[config.mk]
export PLATFORM = sky130hd
export DESIGN_NAME = operand_fifo32
export DESIGN_NICKNAME = d
export VERILOG_FILES = /design/src/rtl/operand_fifo32.sv
export SDC_FILE = /design/constraint.sdc
export NUM_CORES = 1
export LEC_CHECK = 0
export CAP_MARGIN = 20
export CORE_MARGIN = 3
export CORE_UTILIZATION = 40
export CTS_BUF_LIST = sky130_fd_sc_hd__clkbuf_2
export DETAILED_ROUTE_END_ITERATION = 6
export GPL_TIMING_DRIVEN = 0
export PLACE_DENSITY = 0.63
export SLEW_MARGIN = 20
export SYNTH_ARGS = -nofsm -noshare
export SYNTH_HDL_FRONTEND = slang
export SYNTH_SLANG_ARGS = --single-unit
export TNS_END_PERCENT = 30
[constraint.sdc]
create_clock -name C -period 9.8 [get_ports C]
set_input_delay 1.96 -clock C [delete_from_list [all_inputs] [get_ports C]]
set_output_delay 1.96 -clock C [all_outputs]
set_load 0.01 [all_outputs]
[src/rtl/operand_fifo32.sv]
// Show-ahead operand FIFO (DEPTH x 32b). A pushed word appears on Q one cycle later.
// in_ready and out_valid are derived from registered state only: a full FIFO refuses pushes even when a pop happens the same cycle.
module operand_fifo32 #(
  parameter int DEPTH = 4
) (
  input  logic                     C,
  input  logic                     R,
  input  logic [31:0]              D,
  input  logic                     in_valid,
  output logic                     in_ready,
  output logic [31:0]              Q,
  output logic                     out_valid,
  input  logic                     out_ready,
  output logic [$clog2(DEPTH):0]   count
);

  localparam int AW = $clog2(DEPTH);

  logic [31:0]   storage [DEPTH];
  logic [AW-1:0] rd_ptr;
  logic [AW-1:0] wr_ptr;
  logic          push;
  logic          pop;

  // DEPTH is a power of two, so the count is full exactly when its top bit is set.
  assign in_ready  = ~count[AW];
  assign out_valid = (count != '0);
  assign Q         = storage[rd_ptr];

  assign push = in_valid & in_ready;
  assign pop  = out_valid & out_ready;

  always_ff @(posedge C or posedge R) begin
    if (R) begin
      rd_ptr <= '0;
      wr_ptr <= '0;
      count  <= '0;
      for (int i = 0; i < DEPTH; i++) begin
        storage[i] <= 32'h0;
      end
    end else begin
      if (push) begin
        storage[wr_ptr] <= D;
        wr_ptr          <= wr_ptr + AW'(1);
      end
      if (pop) begin
        rd_ptr <= rd_ptr + AW'(1);
      end
      // A simultaneous push and pop leaves the count unchanged.
      case ({push, pop})
        2'b10:   count <= count + (AW+1)'(1);
        2'b01:   count <= count - (AW+1)'(1);
        default: count <= count;
      endcase
    end
  end

endmodule

==> results by group <==
Status
  – Outcome: completed

Die
  – Initial core utilization: 41.2%
  – I/O pins: 73
  – Die width: 134 microns
  – Die Footprint: 0.0181 sq mm
  – Num rows: 46
  – Chip height: 134 microns
  – Area of the core: 0.0160 sq mm

Synthesis
  – Synth warn: 0
  – Asr flop ratio synth: 100%
  – Yosys reg bits: 135
  – Syn_area_per_cell: 18.9 sq um
  – Cells after Synth: 348
  – Dominant cell by count in the synthesized netlist: dfrtp_1
  – Share of the yosys chip area belonging to registers: 51.2%
  – Synth area leader: dfrtp_1
  – Synthesized net count: 390
  – Post-synth top cells: dfrtp_1 (135), mux2_4 (120), mux4_2 (32), buf_12 (13)
  – Number of synthesized flops with an enable pin: 0
  – Synth top area share: 51.2%
  – Most area-consuming cells after synthesis: dfrtp_1 (51%), mux2_4 (27%), mux4_2 (11%)
  – Main flop type after synthesis: dfrtp_1
  – Distinct cell type count after synthesis: 21
  – Post-Syn Area: 0.00659 sq mm

Clock tree
  – Clk Latency, worst-skew pair: 0.70 ns
  – Reg clk slew, reported paths: 0.19 ns
  – Total CTS buffers: 17
  – CTS HTree Levels: 4
  – CTS resizes: 0
  – TritonCTS clock tree: built
  – Max clock buf depth: 2
  – CTS root buf: clkbuf_2
  – Postcts setup bufs: 0
  – # clock sinks: 135
  – Post-CTS Hold Fix Bufs: 0

Global route
  – Initial antenna violation count: 0
  – GRT Total Usage: 15.0%
  – Largest net degree at the start of global routing: 81
  – Global-route wire length before repair: 20,600 microns
  – Total grt overflow: 0
  – Vias in the first global route: 3,715

Min path
  – Hold Crit Class: reg -> reg
  – Hold wc startpoint: storage[20]
  – Hold Path Stages: 1
  – Hold endpoint: storage[20]

Critical path
  – Crit Path Class: reg -> out
  – RR Startpoint: count[2]
  – Crit path required time: 7.84 ns
  – Crit-path max cell delay: 0.56 ns
  – R2R Setup Slk: 7.99 ns
  – Crit start category: flip-flop
  – CP arrival: 2.64 ns
  – Buf+Inv Stages, Crit Path: 3
  – CP max stage cell: mux4_2
  – Largest delay share family, worst path: buffers and inverters
  – Critical path endpoint category: output pin
  – Critical R2R Capture: count[2]
  – Worst R2R Path Depth: 9
  – Worst-path cell chain: buf_2 > buf_4 > mux4_2 > clkdlybuf4s50_1
  – CP max FO: 10

Routing
  – DRT antenna net count: 0
  – Via density: 4.88
  – Drt first pass iters: 4
  – Post-DR wirelength/cell: 19.0 microns
  – Final wirelength: 12,700 microns
  – Iter 0 DRT Violations: 118
  – # DRC: 0
  – Vias: 3,268

Place
  – Post-DP HPWL: 7950 microns
  – GP Congestion: 0.692
  – Port Buffers: 72

Power
  – Combinational power share: 50.5%
  – Clock network fraction of total power: 14.1%
  – Switch Pwr: 0.838 mW
  – Pleak: 3.76 nW
  – PD cells: 354 mW/mm^2
  – Switching fraction of total power: 29.9%
  – Seq pwr share: 35.4%
  – Design Power: 2.80 mW
  – Internal power: 1.96 mW
  – Max IR drop VDD: 0.000196 V

Timing
  – Clock Skew: 0.0283 ns
  – Hold Slack: 0.526 ns
  – Post-route minimum period: 4.60 ns
  – Max-Slew Margin vs Limit: 69.8%
  – Final hold violation count: 0
  – Max Clock Freq: 0.218 GHz
  – Actual slew at the worst max-slew pin: 0.452 ns
  – Unrepaired setup endpoints after global routing: false
  – Final Cycle Share: 46.9%
  – # setup viols final: 0
  – Setup TNS: 0 ns
  – Max Slew Vio Count: 0

Finish
  – ANT cells: 0
  – Register area: 0.00338 sq mm
  – Nets: 482
  – Fraction of layout cells with a size suffix above 1: 47.7%
  – Filler cells: 1,393
  – Layout area overhead: 20.0%
  – Multi-input logic area: 0.00288 sq mm

Job
  – Maxcap violations: 0
-- area by class of cell --
type                    instances  area share [%]
flip-flops and latches        135            42.7
multi-input cells             184            36.4
repair buffers                 73            9.46
plain buffers                  21            3.87
well taps                     216            3.42
clock inverters                15            2.64
clock buffers                  17            1.08
inverters                       8           0.474
-- worst reg2reg max path: stages, from the launching register on --
cell     delay [ns]
dfrtp_1        0.45
nor2b_2        0.08
buf_12         0.16
inv_1          0.06
ha_1           0.19
inv_1          0.07
fa_1           0.38
xor2_1         0.15
nor2_1         0.11
xnor2_1        0.12
-- cell families (layout without fill, tap and decap cells) --
logic type / count (synthesis) / after routing / share of synthesized area (%)
buffers and inverters: 29 / 134 / 5.11
adders and majority gates: 6 / 6 / 1.25
AOI/OAI and AO/OA: 2 / 2 / 0.228
muxes: 161 / 161 / 39.8
xor gates and xnor gates: 6 / 6 / 0.797
and+or+nand+nor: 9 / 9 / 1.59
DFF: 135 / 135 / 51.2
-- registers in the layout, indices dropped and copies added, names as in the netlist --
name     flops
count        3
storage    128
wr_ptr       2
rd_ptr       2
-- metrics by stage --
step | std cells | area (sq um) | utilization [%] | worst slack, ns
after global placement | 636 | 7580 | 47.4 | 2.47
after detailed placement | 637 | 7620 | 47.6 | 5.93
after global routing | 669 | 7910 | 49.5 | 5.01
after floorplan | 348 | 6590 | - | 4.23
final | 669 | 7910 | 49.5 | 5.20
after CTS | 669 | 7910 | 49.5 | 5.09
-- layer usage --
layer	track usage (%)	part of all wire (%)	routed length, microns	up-vias
li1	-	-	-	1450
met1	20.5	46	5850	1741
met2	23.5	48	6130	68
met4	3.79	0.87	110	0
met5	0	0	0	-
met3	4.88	4.7	599	9
-- cell usage in the layout, fill, tap and decap left out, types with 2 or more instances in the layout --
cell / n
buf_12: 13
buf_2: 4
buf_4: 3
bufinv_16: 5
clkbuf_2: 17
clkdlybuf4s50_1: 72
clkinv_1: 4
clkinv_2: 2
clkinv_4: 3
dfrtp_1: 135
ha_1: 5
inv_1: 7
mux2_2: 8
mux2_4: 120
mux4_2: 32
nand2_1: 2
nand2_8: 4
xnor2_1: 4
xor2_1: 2
-- power by group through the flow --
stage                     Clock [mW]  Sequential (mW)  Combinational [mW]
after floorplan                    0            0.952               0.999
after global placement             0            0.984                1.41
final                          0.396            0.993                1.41
after CTS                      0.412            0.992                1.44
after global routing           0.439             1.03                1.50
after detailed placement           0            0.996                1.44
-- worst max-delay path by stage --
stage / startpoint / end / slack, ns / cells past startpoint
after global routing: rd_ptr[0] / Q[16] / 5.01 / 4
after floorplan: R / count[0] / 4.23 / 1
final: rd_ptr[0] / Q[10] / 5.20 / 4
after detailed placement: rd_ptr[0] / Q[3] / 5.93 / 4
after CTS: rd_ptr[1] / Q[25] / 5.09 / 4
after global placement: R / storage[59] / 2.47 / 2
Power figures use the tool's default switching activity.
